==> config.mk <==
export PLATFORM = sky130hd
export DESIGN_NAME = uart_tx_arb
export DESIGN_NICKNAME = d
export VERILOG_FILES = /design/src/rtl/uart_pkg.sv /design/src/rtl/uart_rr_arbiter.sv /design/src/rtl/uart_tx_arb.sv
export SDC_FILE = /design/constraint.sdc
export NUM_CORES = 1
export LEC_CHECK = 0
export ABC_AREA = 1
export CAP_MARGIN = 20
export CELL_PAD_IN_SITES_DETAIL_PLACEMENT = 0
export CELL_PAD_IN_SITES_GLOBAL_PLACEMENT = 1
export CORE_ASPECT_RATIO = 0.9
export CORE_UTILIZATION = 30
export DETAILED_ROUTE_END_ITERATION = 8
export GPL_TIMING_DRIVEN = 0
export MAX_ROUTING_LAYER = met4
export PLACE_DENSITY_LB_ADDON = 0.05
export SLEW_MARGIN = 40
export SYNTH_ARGS = -nofsm -noshare
export SYNTH_HDL_FRONTEND = slang
export SYNTH_SLANG_ARGS = --single-unit
==> constraint.sdc <==
create_clock -name tx_clk -period 3.7 [get_ports tx_clk]
set_clock_uncertainty 0.2 [all_clocks]
set_input_delay 0.74 -clock tx_clk [delete_from_list [all_inputs] [get_ports tx_clk]]
set_output_delay 0.74 -clock tx_clk [all_outputs]
set_load 0.005 [all_outputs]
==> src/rtl/uart_pkg.sv <==
// Shared types and constants for the UART transmit arbiter slice.
package uart_pkg;

    typedef enum logic [1:0] {
        IDLE,
        START,
        WAIT,
        CPL
    } arb_state_t;

    localparam int unsigned UART_MIN_LEN = 5;
    localparam int unsigned UART_MAX_LEN = 8;

    // Bit positions inside one requester's 7-bit frame configuration word
    localparam int unsigned CFG_W         = 7;
    localparam int unsigned CFG_STOP2_BIT = 6;
    localparam int unsigned CFG_PEN_BIT   = 5;
    localparam int unsigned CFG_PTYPE_BIT = 4;
    localparam int unsigned CFG_LEN_LSB   = 0;

    function automatic logic len_ok(input logic [3:0] len);
        return (len >= 4'(UART_MIN_LEN)) && (len <= 4'(UART_MAX_LEN));
    endfunction

endpackage

==> src/rtl/uart_rr_arbiter.sv <==
// Combinational round-robin grant: first set request after last_i, wrapping.
module uart_rr_arbiter
    import uart_pkg::*;
#(
    parameter int unsigned NUM_REQ = 4,
    localparam int unsigned IW = $clog2(NUM_REQ)
) (
    input  logic [NUM_REQ-1:0] req_i,
    input  logic [IW-1:0]      last_i,
    output logic [NUM_REQ-1:0] gnt_o,
    output logic [IW-1:0]      gnt_idx_o,
    output logic               gnt_any_o
);

    int unsigned idx;

    always_comb begin
        gnt_o     = '0;
        gnt_idx_o = '0;
        gnt_any_o = 1'b0;
        idx       = 0;
        for (int unsigned k = 1; k <= NUM_REQ; k++) begin
            idx = (32'(last_i) + k) % NUM_REQ;
            if (!gnt_any_o && req_i[idx[IW-1:0]]) begin
                gnt_any_o             = 1'b1;
                gnt_o[idx[IW-1:0]]    = 1'b1;
                gnt_idx_o             = idx[IW-1:0];
            end
        end
    end

endmodule

==> src/rtl/uart_tx_arb.sv <==
// Round-robin scheduler sharing one UART transmitter among NUM_REQ byte sources.
// Optional WAIT watchdog enabled by defining UART_TX_ARB_TIMEOUT_EN.
module uart_tx_arb
    import uart_pkg::*;
#(
    parameter int unsigned NUM_REQ        = 4,
    parameter int unsigned TIMEOUT_CYCLES = 32,
    localparam int unsigned IW = $clog2(NUM_REQ)
) (
    input  logic                   tx_clk,
    input  logic                   rst_n,
    input  logic [NUM_REQ-1:0]     req_valid,
    input  logic [NUM_REQ*8-1:0]   req_data,
    input  logic [NUM_REQ*7-1:0]   req_cfg,
    output logic [NUM_REQ-1:0]     req_ready,
    output logic                   cpl_valid,
    output logic [IW-1:0]          cpl_id,
    output logic                   cpl_err,
    output logic                   busy,
    output logic                   tx_start,
    output logic [7:0]             tx_data,
    output logic [3:0]             length,
    output logic                   parity_type,
    output logic                   parity_en,
    output logic                   stop2,
    input  logic                   tx_done,
    input  logic                   tx_err
);

    arb_state_t       state_q, state_d;
    logic [IW-1:0]    last_q, last_d;
    logic [IW-1:0]    cpl_id_q, cpl_id_d;
    logic [7:0]       data_q, data_d;
    logic [3:0]       len_q, len_d;
    logic             ptype_q, ptype_d;
    logic             pen_q, pen_d;
    logic             stop2_q, stop2_d;
    logic             err_q, err_d;
    logic             tx_start_q, tx_start_d;
    logic             cpl_valid_q, cpl_valid_d;
    logic             cpl_err_q, cpl_err_d;
    logic             busy_q, busy_d;

    logic [NUM_REQ-1:0] gnt;
    logic [IW-1:0]      gnt_idx;
    logic               gnt_any;
    logic [CFG_W-1:0]   cfg_sel;

`ifdef UART_TX_ARB_TIMEOUT_EN
    localparam int unsigned CW = $clog2(TIMEOUT_CYCLES + 1);
    logic [CW-1:0] cnt_q, cnt_d;
`else
    logic unused_timeout;
    assign unused_timeout = ^TIMEOUT_CYCLES;
`endif

    uart_rr_arbiter #(.NUM_REQ(NUM_REQ)) u_rr (
        .req_i     (req_valid),
        .last_i    (last_q),
        .gnt_o     (gnt),
        .gnt_idx_o (gnt_idx),
        .gnt_any_o (gnt_any)
    );

    assign cfg_sel = req_cfg[32'(gnt_idx) * CFG_W +: CFG_W];

    always_comb begin
        state_d     = state_q;
        last_d      = last_q;
        cpl_id_d    = cpl_id_q;
        data_d      = data_q;
        len_d       = len_q;
        ptype_d     = ptype_q;
        pen_d       = pen_q;
        stop2_d     = stop2_q;
        err_d       = err_q;
        tx_start_d  = 1'b0;
        cpl_valid_d = 1'b0;
        cpl_err_d   = 1'b0;
        req_ready   = '0;
`ifdef UART_TX_ARB_TIMEOUT_EN
        cnt_d       = cnt_q;
`endif
        unique case (state_q)
            IDLE: begin
                if (gnt_any) begin
                    req_ready = gnt;
                    last_d    = gnt_idx;
                    cpl_id_d  = gnt_idx;
                    data_d    = req_data[{gnt_idx, 3'b000} +: 8];
                    // Rejected lengths leave the transmitter config untouched
                    if (len_ok(cfg_sel[CFG_LEN_LSB +: 4])) begin
                        len_d      = cfg_sel[CFG_LEN_LSB +: 4];
                        ptype_d    = cfg_sel[CFG_PTYPE_BIT];
                        pen_d      = cfg_sel[CFG_PEN_BIT];
                        stop2_d    = cfg_sel[CFG_STOP2_BIT];
                        tx_start_d = 1'b1;
                        state_d    = START;
`ifdef UART_TX_ARB_TIMEOUT_EN
                        cnt_d      = '0;
`endif
                    end else begin
                        err_d       = 1'b1;
                        cpl_valid_d = 1'b1;
                        cpl_err_d   = 1'b1;
                        state_d     = CPL;
                    end
                end
            end
            START: state_d = WAIT;
            WAIT: begin
                err_d = err_q | tx_err;
                if (tx_done) begin
                    cpl_valid_d = 1'b1;
                    cpl_err_d   = err_d;
                    state_d     = CPL;
                end
`ifdef UART_TX_ARB_TIMEOUT_EN
                else if (cnt_q == CW'(TIMEOUT_CYCLES - 1)) begin
                    err_d       = 1'b1;
                    cpl_valid_d = 1'b1;
                    cpl_err_d   = 1'b1;
                    state_d     = CPL;
                end else begin
                    cnt_d = cnt_q + 1'b1;
                end
`endif
            end
            CPL: begin
                err_d   = 1'b0;
                state_d = IDLE;
            end
            default: state_d = IDLE;
        endcase
        busy_d = (state_d != IDLE);
    end

    always_ff @(posedge tx_clk) begin
        if (!rst_n) begin
            state_q     <= IDLE;
            last_q      <= IW'(NUM_REQ - 1);
            cpl_id_q    <= '0;
            data_q      <= '0;
            len_q       <= 4'd8;
            ptype_q     <= 1'b0;
            pen_q       <= 1'b0;
            stop2_q     <= 1'b0;
            err_q       <= 1'b0;
            tx_start_q  <= 1'b0;
            cpl_valid_q <= 1'b0;
            cpl_err_q   <= 1'b0;
            busy_q      <= 1'b0;
`ifdef UART_TX_ARB_TIMEOUT_EN
            cnt_q       <= '0;
`endif
        end else begin
            state_q     <= state_d;
            last_q      <= last_d;
            cpl_id_q    <= cpl_id_d;
            data_q      <= data_d;
            len_q       <= len_d;
            ptype_q     <= ptype_d;
            pen_q       <= pen_d;
            stop2_q     <= stop2_d;
            err_q       <= err_d;
            tx_start_q  <= tx_start_d;
            cpl_valid_q <= cpl_valid_d;
            cpl_err_q   <= cpl_err_d;
            busy_q      <= busy_d;
`ifdef UART_TX_ARB_TIMEOUT_EN
            cnt_q       <= cnt_d;
`endif
        end
    end

    assign cpl_valid   = cpl_valid_q;
    assign cpl_id      = cpl_id_q;
    assign cpl_err     = cpl_err_q;
    assign busy        = busy_q;
    assign tx_start    = tx_start_q;
    assign tx_data     = data_q;
    assign length      = len_q;
    assign parity_type = ptype_q;
    assign parity_en   = pen_q;
    assign stop2       = stop2_q;

endmodule

-- After elaboration in Yosys (flattened, before gate mapping)
Index checks and enable logic that the tools add are counted.
- register bits after elaboration: 26
- latch bits: 0
- bits in writable memories: 0
- memory bits (read-only): 0
- input bits: 68
- output and inout port bits: 25
- logic and storage cells: 101
- memories: 0
- $add $sub $neg: 4
- multipliers: 1
- div/mod/pow operators: 0
- magnitude comparators: 10
- eq/ne operators: 5
- shift-type cells: 2
- mux-type cells: 44
- bitwise logic cells: 4
- reductions and logical operators: 18
- operators with widths (operator ; number):
    32-bit by 6-bit variable part select with 8-bit output ; 1
    28-bit by 6-bit variable part select with 7-bit output ; 1
    4-bit 2-to-1 mux ; 6
    1-bit 2-to-1 mux ; 19
    2-bit 2-to-1 mux ; 7
    2-bit by 3-bit < comparator with 1-bit output (second input constant) ; 4
    4-bit bitwise OR ; 3
    3-bit AND reduction ; 3
    1-bit binary-select mux with 2-bit select ; 4
    1-bit demux with 2-bit select ; 4
    2-bit by 1-bit >= comparator with 1-bit output (second input constant) ; 4
    1-bit logical AND ; 8
    2-bit case mux with 4 select lines ; 1
    2-bit by 3-bit multiplier with 5-bit output (second input constant) ; 1
    2-bit by 1-bit adder with 2-bit output (second input constant) ; 2
    2-bit adder (second input constant) ; 2
    2-bit equality test (second input constant) ; 2
    4-bit by 3-bit >= comparator with 1-bit output (second input constant) ; 1
    4-bit <= comparator (second input constant) ; 1
    2-bit inequality test (second input constant) ; 2
    1-bit case mux with 2 select lines ; 2
    1-bit logical NOT ; 3
    1-bit case mux with 3 select lines ; 1
    3-bit nonzero test ; 1
    5 further kinds ; 5

-- Logic depth before layout (Yosys ltp)
- depth in word-level cells: 21
- gate-level depth with buffers: 21
- depth with buffers taken out: 20

-- Cells and area by module
Synthesis repeated with hierarchy kept, for this count alone.
- cell total of the unflattened synthesis: 328
- area, all modules: 2034.5 µm²
- modules (own cells, without submodules) (module ; instances ; cells each ; area an instance (µm²) ; sequential area each (µm²)):
    uart_tx_arb ; 1 ; 254 ; 1576.5 ; 520.5
    uart_rr_arbiter ; 1 ; 74 ; 457.9 ; 0.0

-- Least setup slack after synthesis
No wires, ideal clock.
- kind: register to output
- start: reg last_q[0]
- end: out req_ready[0]
- data arrival time: 1.840 ns
- data required time: 2.760 ns
- setup slack: 0.920 ns
- cell stages (with the launch flop): 14
- path buffers: 1
- cell sequence: dfxtp_1 -> buf_6 -> inv_6 -> ha_1 -> inv_1 -> nand2_4 -> nand2_4 -> nor2_8 -> nand2_4 -> nor2_1 -> inv_1 -> o21ai_0 -> nand2_1 -> inv_1
- word-level cells in the longest chain between the ends: 15
- elaborated cells on any way between the ends: 51
- those cells by class: 4 x add/sub; 8 x order compare; 26 x mux; 3 x bitwise; 10 x reduce/logical
- RTL lines (element ; line ; source):
    start: declaration ; uart_tx_arb.sv:31 ; logic [IW-1:0] last_q, last_d;
    start signal: assignment ; uart_tx_arb.sv:141 ; last_q <= IW'(NUM_REQ - 1);
    start signal: assignment ; uart_tx_arb.sv:158 ; last_q <= last_d;
    parallel branches: the longest is 13 deep, another holds 2-bit by 3-bit < comparator with 1-bit output ; - ;
    4-bit 2-to-1 mux (*) ; uart_tx_arb.sv:86 ; if (gnt_any) begin
    4-bit 2-to-1 mux (*) ; uart_tx_arb.sv:84 ; unique case (state_q)
    end: declaration ; uart_tx_arb.sv:15 ; output logic [NUM_REQ-1:0] req_ready,
Mark *: on every way between the ends. The select of a mux whose other input is x is not followed.

-- Worst setup path after layout
- start: reg last_q[0]
- end: out req_ready[2]
Same word-level chain as after synthesis.

==> results_dict.tcl <==
set metrics [dict create \
    antenna_found_initial 0 \
    worst-setup-path-type "reg -> out" \
    htree_levels 1 \
    insertion_delay_ns 0.27 \
    grt.overflow.total 0 \
    path_buf_inv 6 \
    start_util 0.318 \
    seqPwrFrac 0.118 \
    yosysSeqAreaShare 0.226 \
    mappedNetlistArea_um2 2310 \
    swShare 0.542 \
    ys_types 35 \
    slowest_delay_ns 0.48 \
    endpoint_kind "output port" \
    clock_path_buffers 2 \
    cp_max_fo 10 \
    path_clk_slew_ns 0.09 \
    timing.slew.headroom 0.626 \
    synthArstFlopShare 0 \
    r2r_slack_ns 0.65 \
    die_w_um 94.4 \
    dp.cells 534 \
    crit_start "last_q[0]" \
    wl_per_cell_um 12.2 \
    synth_top_area_frac 0.226 \
    port_buffers 91 \
    hp-class "reg -> reg" \
    final_cell_mix "clkdlybuf4s50_1 (87), nand2_1 (67), nor2_1 (50)" \
    cp_num_cells 14 \
    core_area_um2 7260 \
    worst_pin_slew_ns 0.560 \
    grt_pass1_vias 2346 \
    p_comb_frac 0.820 \
    syn_nets 429 \
    row_count 29 \
    antenna_cells 0 \
    drt_iter0_drc 81 \
    status "finished clean" \
    cts_sinks 26 \
    synth_area_leader_cell "dfxtp_1" \
    avgViaCountPerCell 4.59 \
    grt_pass1_wl_um 10900 \
    drv_slew 0 \
    wirelength_um 6640 \
    root_buffer "clkbuf_8" \
    p_switching_mw 2.03 \
    area_delta_synth_final_pct 50.6 \
    synth_seq_cells 26 \
    synth_area_leaders "dfxtp_1 (23%), nand2_1 (11%), nor2_1 (8.1%), nand3_1 (6.7%), inv_1 (6.0%)" \
    intPower_mw 1.72 \
    setup_viol 0 \
    fin_nets 529 \
    synthCells 350 \
    slowest_stage "clkdlybuf4s50_1" \
    syn_area_per_cell_um2 6.59 \
    final.fill_count 782 \
    die-area_um2 8040 \
    reg2reg_from "last_q[0]" \
    fin_util 0.479 \
    stdcell_count 542 \
    gp_congestion 0.786 \
    clock.fmax_mhz 287 \
    crit_chain "buf_6 > inv_6 > ha_4 > inv_1 > nand2_4 > nand2_4 > nor2_8 > nand2_4 > nor2_1 > inv_1 > o21ai_1 > nand2_1 > inv_1 > clkdlybuf4s50_1" \
    holdPathStages 2 \
    drtPass1Iterations 4 \
    die_h_um 85.2 \
    fin_crit_sh 0.942 \
    vdd_drop_max_v 0.000481 \
    detail-route-antenna-nets 0 \
    cap_violations 0 \
    vias 2487 \
    p_clk_frac 0.062 \
    yosys_warnings 0 \
    hpwl_um 5280 \
    yosys_most_used_dff "dfxtp_1" \
    power.density_nw_per_um2 1080 \
    crit_end "req_ready[2]" \
    worstPathRequired_ns 2.76 \
    cts_buffers 3 \
    critPathLaunchType "flop" \
    drive_above_1_share 0.163 \
    reg2reg_depth 16 \
    cts_tree "built" \
    grt_max_degree 16 \
    hold_buffers 0 \
    critPathTopFamily "buffers and inverters" \
    grt_usage 0.174 \
    synth_edf_count 0 \
    cp_data_arrival_time_ns 2.55 \
    r2r-end "tx_data[5]" \
    layout_commonest_cell "clkdlybuf4s50_1" \
    leakagePower_nw 1.62 \
    min_period_ns 3.49 \
    hold_viol 0 \
    drc_errors 0 \
    ios 93 \
]
[synth_stat cells, types with 2 or more instances]
library cell  instances
clkbuf_1              3
nand2_4               7
a31oi_1               5
a21oi_2               5
nand3_2               7
nor2_1               50
o21ai_0              20
inv_2                 3
nand2_2              16
dfxtp_1              26
o32ai_1               3
inv_1                37
nand3_1              31
nand3_4               2
nand2_1              68
a21oi_1               8
buf_6                 6
buf_2                 6
o211ai_1              6
o22ai_1               4
o21ai_1              13
ha_1                 11
[how the worst min path moves through the flow]
stage / from / end
after global placement: length[2] / length[2]
after floorplan: length[2] / length[2]
after detailed placement: length[2] / length[2]
final: length[2] / length[2]
after global routing: parity_type / parity_type
after CTS: length[2] / length[2]
[through the flow]
stage               setup TNS [ns]  setup WS [ns]  total power, mW  hold WS, ns  cell area, um2
floorplan                        0          0.920             2.66        0.242            2310
CTS                              0        0.00677             3.73        0.275            3430
global route              -0.00178       -0.00178             4.16        0.301            3470
detailed placement          -0.113        -0.0472             3.46        0.262            3330
global placement            -0.110        -0.0335             3.47        0.259            3330
finish                           0          0.214             3.74        0.268            3470
[area by class of cell]
type | instances | area (um2) | share of cell area
clock inverter | 1 | 30.0 | 0.00865
buffer | 15 | 109 | 0.0313
sequential | 26 | 526 | 0.151
timing repair buffer | 95 | 951 | 0.274
inverter | 43 | 173 | 0.0497
clock buffer | 3 | 41.3 | 0.0119
multi-input combinational | 266 | 1530 | 0.440
tap | 93 | 116 | 0.0335
[registers in the layout (all words and copies together), names as in the netlist]
signal and flops:
busy 1, cpl_valid 1, cpl_err 1, tx_start 1, cpl_id 2, length 4, tx_data 8, last_q 2
err_q 1, stop2 1, state_q 2, parity_en 1, parity_type 1
[power by group through the flow]
stage	clock network, mW	logic, mW	registers (mW)
finish	0.233	3.07	0.441
floorplan	0	2.22	0.439
detailed placement	0	3.02	0.442
global route	0.252	3.45	0.455
CTS	0.240	3.05	0.439
global placement	0	3.03	0.442
[kinds of logic after synthesis]
| kind of cell | Yosys count | synth area share |
|---|---|---|
| adders and majority gates | 11 | 0.0597 |
| and+or+nand+nor | 188 | 0.413 |
| AOI/OAI and AO/OA | 67 | 0.181 |
| DFF | 26 | 0.226 |
| buffers and inverters | 58 | 0.120 |
[metal layers]
| layer | global-route usage | routed length [um] | up-vias |
|---|---|---|---|
| li1 | - | - | 1340 |
| met1 | 0.234 | 3310 | 1084 |
| met2 | 0.281 | 3020 | 61 |
| met3 | 0.0278 | 267 | 2 |
| met4 | 0.0238 | 31 | 0 |
| met5 | - | 0 | - |
[repair_timing]
action,4_1_cts,5_1_grt
endpoints found under the setup margin,4,4
gates resized for setup,5,10
pin swaps,1,0
setup buffers,1,3
[worst min-delay path, cell delays in order, from the launching register on]
cell     delay, ns
dfxtp_1       0.33
inv_1         0.05
a21oi_1       0.05
(Power assumes the default switching activity.)
